**src/rtl/stencil_pkg.sv**
```systemverilog
// Shared constants, capture tag and tap indexing for the stencil window front end.
// Optional build macro used by the top: STENCIL_WINDOW_CNT_EN (window/frame counters).
package stencil_pkg;

    localparam int DEF_DATA_W = 32;
    localparam int WIN_TAPS   = 9;
    localparam int TAP_CENTER = 4;

    // Per-pixel flags decided at pop time and carried with the returning word.
    typedef struct packed {
        logic emit;
        logic last;
    } cap_tag_t;

    function automatic int tap_idx(input int r, input int c);
        return 3 * r + c;
    endfunction

endpackage

```
**src/rtl/stencil_line_ram.sv**
```systemverilog
// One image row of pixels: simple dual-port RAM with a registered, enabled read port.
module stencil_line_ram
    import stencil_pkg::*;
#(
    parameter int DEPTH  = 64,
    parameter int DATA_W = DEF_DATA_W,
    localparam int AW    = $clog2(DEPTH)
) (
    input  logic              clk,
    input  logic              wr_en,
    input  logic [AW-1:0]     wr_addr,
    input  logic [DATA_W-1:0] wr_data,
    input  logic              rd_en,
    input  logic [AW-1:0]     rd_addr,
    output logic [DATA_W-1:0] rd_data
);

    logic [DATA_W-1:0] mem [DEPTH];

    // Read data holds between reads so a stalled capture can still use it.
    always_ff @(posedge clk) begin
        if (wr_en) begin
            mem[wr_addr] <= wr_data;
        end
        if (rd_en) begin
            rd_data <= mem[rd_addr];
        end
    end

endmodule

```
**src/rtl/stencil_window.sv**
```systemverilog
// Raster-to-3x3-window front end: FIFO pop control, skid, two line RAMs, output register.
// Define STENCIL_WINDOW_CNT_EN to add the frame_cnt / win_cnt outputs.
module stencil_window
    import stencil_pkg::*;
#(
    parameter int IMG_W  = 64,
    parameter int IMG_H  = 64,
    parameter int DATA_W = DEF_DATA_W
) (
    input  logic                       clk,
    input  logic                       reset,
    output logic                       in_rd_en,
    input  logic [DATA_W-1:0]          in_data,
    input  logic                       in_empty,
    output logic                       win_valid,
    input  logic                       win_ready,
    output logic [WIN_TAPS*DATA_W-1:0] win_data,
    output logic                       win_last
`ifdef STENCIL_WINDOW_CNT_EN
    ,
    output logic [15:0]                frame_cnt,
    output logic [31:0]                win_cnt
`endif
);

    localparam int CW = $clog2(IMG_W);
    localparam int RW = $clog2(IMG_H);

    logic [CW-1:0]             col_reg, pend_col_reg, skid_col_reg, cap_col;
    logic [RW-1:0]             row_reg;
    logic                      run_reg, pend_reg, skid_full_reg;
    cap_tag_t                  pend_tag_reg, skid_tag_reg, cap_tag;
    logic [DATA_W-1:0]         skid_pix_reg, skid_l0_reg, skid_l1_reg;
    logic [DATA_W-1:0]         rd0, rd1, cap_pix, cap_l0, cap_l1;
    logic [DATA_W-1:0]         new_col [3];
    // Columns c=0 and c=1 of the next window; c=2 is always the incoming column.
    logic [DATA_W-1:0]         sr0_reg [3];
    logic [DATA_W-1:0]         sr1_reg [3];
    logic                      win_valid_reg, win_last_reg;
    logic [WIN_TAPS*DATA_W-1:0] win_data_reg, win_next;
    logic                      stall, do_cap;

    assign stall    = win_valid_reg && !win_ready;
    assign in_rd_en = run_reg && !in_empty && !skid_full_reg && !stall;
    assign do_cap   = (skid_full_reg || pend_reg) && !stall;

    assign cap_pix = skid_full_reg ? skid_pix_reg : in_data;
    assign cap_l0  = skid_full_reg ? skid_l0_reg  : rd0;
    assign cap_l1  = skid_full_reg ? skid_l1_reg  : rd1;
    assign cap_col = skid_full_reg ? skid_col_reg : pend_col_reg;
    assign cap_tag = skid_full_reg ? skid_tag_reg : pend_tag_reg;

    assign new_col[0] = cap_l1;
    assign new_col[1] = cap_l0;
    assign new_col[2] = cap_pix;

    generate
        for (genvar gi = 0; gi < 3; gi++) begin : g_row
            assign win_next[tap_idx(gi, 0)*DATA_W +: DATA_W] = sr0_reg[gi];
            assign win_next[tap_idx(gi, 1)*DATA_W +: DATA_W] = sr1_reg[gi];
            assign win_next[tap_idx(gi, 2)*DATA_W +: DATA_W] = new_col[gi];
        end
    endgenerate

    stencil_line_ram #(.DEPTH(IMG_W), .DATA_W(DATA_W)) u_line0 (
        .clk(clk), .wr_en(do_cap), .wr_addr(cap_col), .wr_data(cap_pix),
        .rd_en(in_rd_en), .rd_addr(col_reg), .rd_data(rd0)
    );

    stencil_line_ram #(.DEPTH(IMG_W), .DATA_W(DATA_W)) u_line1 (
        .clk(clk), .wr_en(do_cap), .wr_addr(cap_col), .wr_data(cap_l0),
        .rd_en(in_rd_en), .rd_addr(col_reg), .rd_data(rd1)
    );

    // Position counters advance on the pop so back-to-back reads use the right column.
    always_ff @(posedge clk or negedge reset) begin
        if (!reset) begin
            run_reg      <= 1'b0;
            pend_reg     <= 1'b0;
            col_reg      <= '0;
            row_reg      <= '0;
            pend_col_reg <= '0;
            pend_tag_reg <= '0;
        end else begin
            run_reg  <= 1'b1;
            pend_reg <= in_rd_en;
            if (in_rd_en) begin
                pend_col_reg      <= col_reg;
                pend_tag_reg.emit <= (row_reg >= RW'(2)) && (col_reg >= CW'(2));
                pend_tag_reg.last <= (row_reg == RW'(IMG_H-1)) && (col_reg == CW'(IMG_W-1));
                if (col_reg == CW'(IMG_W-1)) begin
                    col_reg <= '0;
                    row_reg <= (row_reg == RW'(IMG_H-1)) ? '0 : row_reg + RW'(1);
                end else begin
                    col_reg <= col_reg + CW'(1);
                end
            end
        end
    end

    always_ff @(posedge clk or negedge reset) begin
        if (!reset) begin
            skid_full_reg <= 1'b0;
            skid_pix_reg  <= '0;
            skid_l0_reg   <= '0;
            skid_l1_reg   <= '0;
            skid_col_reg  <= '0;
            skid_tag_reg  <= '0;
        end else if (pend_reg && stall) begin
            skid_full_reg <= 1'b1;
            skid_pix_reg  <= in_data;
            skid_l0_reg   <= rd0;
            skid_l1_reg   <= rd1;
            skid_col_reg  <= pend_col_reg;
            skid_tag_reg  <= pend_tag_reg;
        end else if (do_cap) begin
            skid_full_reg <= 1'b0;
        end
    end

    always_ff @(posedge clk or negedge reset) begin
        if (!reset) begin
            for (int i = 0; i < 3; i++) begin
                sr0_reg[i] <= '0;
                sr1_reg[i] <= '0;
            end
            win_valid_reg <= 1'b0;
            win_last_reg  <= 1'b0;
            win_data_reg  <= '0;
        end else begin
            if (do_cap) begin
                for (int i = 0; i < 3; i++) begin
                    sr0_reg[i] <= sr1_reg[i];
                    sr1_reg[i] <= new_col[i];
                end
            end
            if (do_cap && cap_tag.emit) begin
                win_valid_reg <= 1'b1;
                win_data_reg  <= win_next;
                win_last_reg  <= cap_tag.last;
            end else if (win_valid_reg && win_ready) begin
                win_valid_reg <= 1'b0;
                win_last_reg  <= 1'b0;
            end
        end
    end

    assign win_valid = win_valid_reg;
    assign win_data  = win_data_reg;
    assign win_last  = win_last_reg;

`ifdef STENCIL_WINDOW_CNT_EN
    logic [15:0] frame_cnt_reg;
    logic [31:0] win_cnt_reg;

    always_ff @(posedge clk or negedge reset) begin
        if (!reset) begin
            frame_cnt_reg <= '0;
            win_cnt_reg   <= '0;
        end else if (win_valid_reg && win_ready) begin
            win_cnt_reg <= win_cnt_reg + 32'd1;
            if (win_last_reg) begin
                frame_cnt_reg <= frame_cnt_reg + 16'd1;
            end
        end
    end

    assign frame_cnt = frame_cnt_reg;
    assign win_cnt   = win_cnt_reg;
`endif

endmodule

```
**config.mk**
```make
export PLATFORM = sky130hd
export DESIGN_NAME = stencil_window
export DESIGN_NICKNAME = d
export VERILOG_FILES = /design/src/rtl/stencil_pkg.sv /design/src/rtl/stencil_line_ram.sv /design/src/rtl/stencil_window.sv
export SDC_FILE = /design/constraint.sdc
export NUM_CORES = 2
export LEC_CHECK = 0
export CAP_MARGIN = 5
export CORE_UTILIZATION = 56
export CTS_BUF_LIST = sky130_fd_sc_hd__clkbuf_16
export CTS_CLUSTER_SIZE = 16
export DETAILED_ROUTE_END_ITERATION = 6
export PLACE_DENSITY = 0.82
export SLEW_MARGIN = 20
export SYNTH_ARGS = -nofsm -noshare
export SYNTH_HDL_FRONTEND = slang
export SYNTH_SLANG_ARGS = --single-unit
```
**constraint.sdc**
```tcl
create_clock -name clk -period 11.33 [get_ports clk]
set_input_delay 2.266 -clock clk [delete_from_list [all_inputs] [get_ports clk]]
set_output_delay 2.266 -clock clk [all_outputs]
set_load 0.01 [all_outputs]
```
==> report_table.html <==
<table>
<tr><th>Metric</th><th>Value</th></tr>
<tr><th colspan="2">GRT</th></tr>
<tr><td>Overall routing resource usage</td><td>32.1%</td></tr>
<tr><td>Total congestion overflow</td><td>0</td></tr>
<tr><td>Initial antenna violation count</td><td>just over 60</td></tr>
<tr><td>Vias in the first global route</td><td>96000</td></tr>
<tr><td>Wire length of the first global-routing pass</td><td>730 mm</td></tr>
<tr><td>Maximum number of pins on one net before global-route repair</td><td>roughly 180</td></tr>
<tr><th colspan="2">Clocking</th></tr>
<tr><td>Post_cts resized</td><td>0</td></tr>
<tr><td>Insertion delay of the later-clocked pin in the worst-skew pair</td><td>roughly 970 ps</td></tr>
<tr><td>CTS tree</td><td>yes</td></tr>
<tr><td>Num CTS Buffers</td><td>442</td></tr>
<tr><td>Clk slew on worst S/H paths</td><td>60 ps</td></tr>
<tr><td>CTS Root Buffer Type</td><td>clkbuf_16</td></tr>
<tr><td>Hold buffer count at CTS</td><td>0</td></tr>
<tr><td>Buffers from clock root to sink, at most</td><td>4</td></tr>
<tr><td>Post-CTS Setup Bufs</td><td>0</td></tr>
<tr><td>Num Clock Sinks</td><td>4769</td></tr>
<tr><td>Maximum level of the CTS H-tree</td><td>5</td></tr>
<tr><th colspan="2">Worst hold path</th></tr>
<tr><td>Min-Delay Startpoint</td><td>sr0_reg[6]</td></tr>
<tr><td>Min-delay worst type</td><td>flip-flop to flip-flop</td></tr>
<tr><th colspan="2">Yosys</th></tr>
<tr><td>Warning count from the yosys run</td><td>0</td></tr>
<tr><td>Net count after synthesis</td><td>8526</td></tr>
<tr><td>Area share of the leading cell type in the synthesized netlist</td><td>69.0%</td></tr>
<tr><td>Proportion of synthesized flip-flops having asynchronous set or reset</td><td>12.8%</td></tr>
<tr><td>Post-synthesis sequential area ratio</td><td>77.4%</td></tr>
<tr><td>Leading post-synthesis cells by cell area</td><td>edfxtp_1 69%, mux4_2 13%, dfrtp_1 8.4%</td></tr>
<tr><td>Top FF cell, synth</td><td>edfxtp_1</td></tr>
<tr><td>Yosys reg bits</td><td>4769</td></tr>
<tr><td>Post-synth EDFFs</td><td>4160</td></tr>
<tr><td>Count of cell types in the netlist</td><td>55</td></tr>
<tr><td>Average size of a mapped cell</td><td>21.3 um^2</td></tr>
<tr><td>Dominant cell type by area after synthesis</td><td>edfxtp_1</td></tr>
<tr><td>Syn Std Cell Area</td><td>181000 um^2</td></tr>
<tr><td>Gate Count Post-Synth</td><td>8486</td></tr>
<tr><th colspan="2">STA</th></tr>
<tr><td>Final critical delay including setup and external delays</td><td>7140 ps</td></tr>
<tr><td>Hold Fails Final Rpt</td><td>0</td></tr>
<tr><td>Max Clock Skew</td><td>roughly 74 ps</td></tr>
<tr><td>Setup TNS</td><td>0 ps</td></tr>
<tr><td>Transition time at the pin with the least slew margin</td><td>1280 ps</td></tr>
<tr><td>Max Slew Vio Count</td><td>0</td></tr>
<tr><td>Unrepaired setup endpoints after global routing</td><td>false</td></tr>
<tr><td>Max Clk Rate</td><td>140 MHz</td></tr>
<tr><td>Final period utilization</td><td>63.1%</td></tr>
<tr><td>Relative max-transition margin</td><td>14.1%</td></tr>
<tr><td>Setup-violating endpoint count in the final report</td><td>0</td></tr>
<tr><td>Hold Worst Slack</td><td>474 ps</td></tr>
<tr><th colspan="2">Run</th></tr>
<tr><td>Max Cap Viol</td><td>0</td></tr>
<tr><th colspan="2">Layout</th></tr>
<tr><td>Syn-to-layout area delta</td><td>12.9%</td></tr>
<tr><td>Final std cells w/o fill</td><td>13700</td></tr>
<tr><td>Share of post-route cells with drive strength above 1</td><td>24.8%</td></tr>
<tr><td># nets final</td><td>9083</td></tr>
<tr><td>Cell area after layout</td><td>slightly above 200000 um^2</td></tr>
<tr><th colspan="2">Floorplanning</th></tr>
<tr><td>Rows</td><td>208</td></tr>
<tr><td>Die area</td><td>326000 um^2</td></tr>
<tr><td>Floorplan Core Area</td><td>between 300000 and 400000 um^2</td></tr>
<tr><td>Initial standard-cell utilization of the core</td><td>~56%</td></tr>
<tr><td>Die height</td><td>571 um</td></tr>
<tr><td>Number of top-level pins</td><td>327</td></tr>
<tr><td>Die width</td><td>571 um</td></tr>
<tr><th colspan="2">Routing</th></tr>
<tr><td>Antenna viol nets, final</td><td>0</td></tr>
<tr><td>Final wirelength</td><td>523 mm</td></tr>
<tr><td>Average wire per standard cell</td><td>38.1 um</td></tr>
<tr><td>DR iter-0 viols</td><td>17600</td></tr>
<tr><td>Vias</td><td>96700</td></tr>
<tr><td>DRC violation count after routing</td><td>26</td></tr>
<tr><td>Via density</td><td>7.04</td></tr>
<tr><td>Drt pass-1 iters</td><td>7</td></tr>
<tr><th colspan="2">Worst setup path</th></tr>
<tr><td>Critical Path End</td><td>in_rd_en</td></tr>
<tr><td>Nature of the critical path endpoint</td><td>output pin</td></tr>
<tr><td>Type of origin of the critical path</td><td>input port</td></tr>
<tr><td>Largest fanout on the critical path</td><td>40</td></tr>
<tr><td>Arrival time worst endpoint</td><td>a little under 5000 ps</td></tr>
<tr><td>Reg2reg end</td><td>u_line0.mem[24][17]</td></tr>
<tr><td>FF-to-FF Start</td><td>skid_full_reg</td></tr>
<tr><td>Reg-to-reg setup timing slack</td><td>5690 ps</td></tr>
<tr><td>WS Path Type</td><td>input port to output pin</td></tr>
<tr><td>Required time worst endpoint</td><td>9060 ps</td></tr>
<tr><td>R2R cell count</td><td>8</td></tr>
<tr><td>Worst setup path startpoint</td><td>win_ready</td></tr>
<tr><th colspan="2">Placement</th></tr>
<tr><td>Number of buffers inserted by port buffering</td><td>between 300 and 400</td></tr>
<tr><td>Total cell area at the placement stage</td><td>190000 um^2</td></tr>
<tr><td>Cell total after placement</td><td>12900</td></tr>
<tr><td>Half-perimeter wire length of the detailed placement result</td><td>273 mm</td></tr>
<tr><td>Final weighted congestion in routability-driven placement</td><td>0.874</td></tr>
<tr><th colspan="2">Pwr</th></tr>
<tr><td>Gate power share</td><td>a little over a quarter</td></tr>
<tr><td>Total power per unit cell area</td><td>about 230 nW/um^2</td></tr>
<tr><td>Final Power</td><td>47.7 mW</td></tr>
<tr><td>Pint</td><td>~33 mW</td></tr>
<tr><td>Sequential Power Share</td><td>43.5%</td></tr>
<tr><td>P_sw</td><td>14.7 mW</td></tr>
<tr><td>Clock Power Share</td><td>30.5%</td></tr>
<tr><td>Largest voltage drop on the vdd net</td><td>233 uV</td></tr>
<tr><td>Leak pwr</td><td>roughly 70 nW</td></tr>
<tr><td>Share of total power consumed by net switching</td><td>30.8%</td></tr>
<tr><th colspan="2">Run status</th></tr>
<tr><td>Run status</td><td>finished with violations</td></tr>
<tr><td>Violated checks</td><td>DRC</td></tr>
</table>
[synthesized netlist by cell type (all sizes together) (2+ instances only)]
master   instances
a211oi          10
and2             3
nor2b           13
dfrtp          609
mux4          1049
a221oi          47
o21a             2
o22ai          121
or2             49
nand4            3
o211ai           5
a2111oi          3
a221o           47
o21ai          164
nor3             8
a22o             2
xnor2            5
a21boi           3
nand2b           8
a21oi          152
clkbuf         252
edfxtp        4160
ha               4
o31ai            7
a31oi            3
nand2          449
nor2           193
o32ai            8
a211o            3
inv             73
buf            211
nand3           11
mux2           305
a22oi           47
nand3b           2
mux2i          443
[logic make-up after synthesis]
| group | count (synthesis) | share of synthesized area [%] |
|---|---|---|
| simple gates | 744 | 1.68 |
| buf+inv | 537 | 1.27 |
| fa+ha+maj | 4 | 0.0276 |
| flops | 4769 | 77.4 |
| xor+xnor | 6 | 0.0290 |
| other cells | 1 | 0.00207 |
| compound gates | 628 | 2.19 |
| mux | 1797 | 17.4 |
[through the flow]
step / setup slack [ps] / utilization [%]
after floorplan: 4260 / -
after global placement: 4180 / 59.2
after detailed placement: 4220 / 59.2
after CTS: 4210 / 63.6
after global routing: 4140 / 63.6
final: 4190 / 63.6
[worst min-delay path by stage]
stage               cells past startpoint  slack (ps)           to
finish                                  2         470   sr0_reg[6]
global route                            2         490   sr0_reg[6]
CTS                                     2         470  sr0_reg[16]
detailed placement                      2         460   sr0_reg[8]
global placement                        2         450  sr0_reg[50]
floorplan                               2         440   sr0_reg[0]
[worst max-delay path, stage by stage]
cell,delay (ps)
clkdlybuf4s50_1,500
nand2b_1,250
nand3_1,370
inv_4,660
clkdlybuf4s50_1,830
[routing by layer]
layer  routed length [um]  up-vias  GRT usage, %  share of wire [%]
met5                  232        -        0.0147              0.044
met4                35400       38          17.7                6.8
met3                77500     1761          9.86                 15
met2               245000     9474          50.2                 47
met1               165000    49600          40.3                 32
li1                     -    35900             -                  -
[power groups by stage]
stage,Combinational (mW),Sequential (mW),Clock (mW)
after floorplan,7.78,20.9,0
after global placement,11.4,21.1,0
after detailed placement,11.7,21.1,0
after CTS,12.1,20.8,14.5
after global routing,12.7,20.8,15.2
final,12.4,20.8,14.5
[cell type report]
type	instances	area, um^2
Sequential cell	4769	140000
Fill cell	19500	117000
Multi-Input combinational cell	3180	39200
Clock buffer	447	11200
Timing Repair Buffer	576	5450
Tap cell	4305	5390
Clock inverter	368	2700
Inverter	74	282
Antenna cell	17	42.5
[placed cells by master, fill, tap and decap left out, types with 9 or more instances in the layout]
master | synthesis | routed
edfxtp_1 | 4160 | 4160
mux4_2 | 1049 | 1049
dfrtp_1 | 609 | 604
clkbuf_16 | 0 | 447
nand2_1 | 449 | 446
mux2i_1 | 443 | 442
clkdlybuf4s50_1 | 0 | 325
mux2_2 | 305 | 305
buf_4 | 26 | 226
inv_1 | 72 | 167
o21ai_0 | 164 | 162
a21oi_1 | 152 | 152
nor2_1 | 193 | 125
o22ai_1 | 121 | 120
clkinv_1 | 1 | 113
clkinv_2 | 0 | 92
nor2_4 | 0 | 68
a221oi_1 | 47 | 47
a22oi_1 | 47 | 47
a221o_1 | 47 | 47
or2_2 | 39 | 39
bufinv_16 | 0 | 32
diode_2 | 0 | 17
buf_12 | 0 | 15
nor2b_1 | 13 | 11
nand3_1 | 11 | 11
clkinvlp_4 | 0 | 10
a211oi_1 | 10 | 9
(Power assumes the default switching activity.)
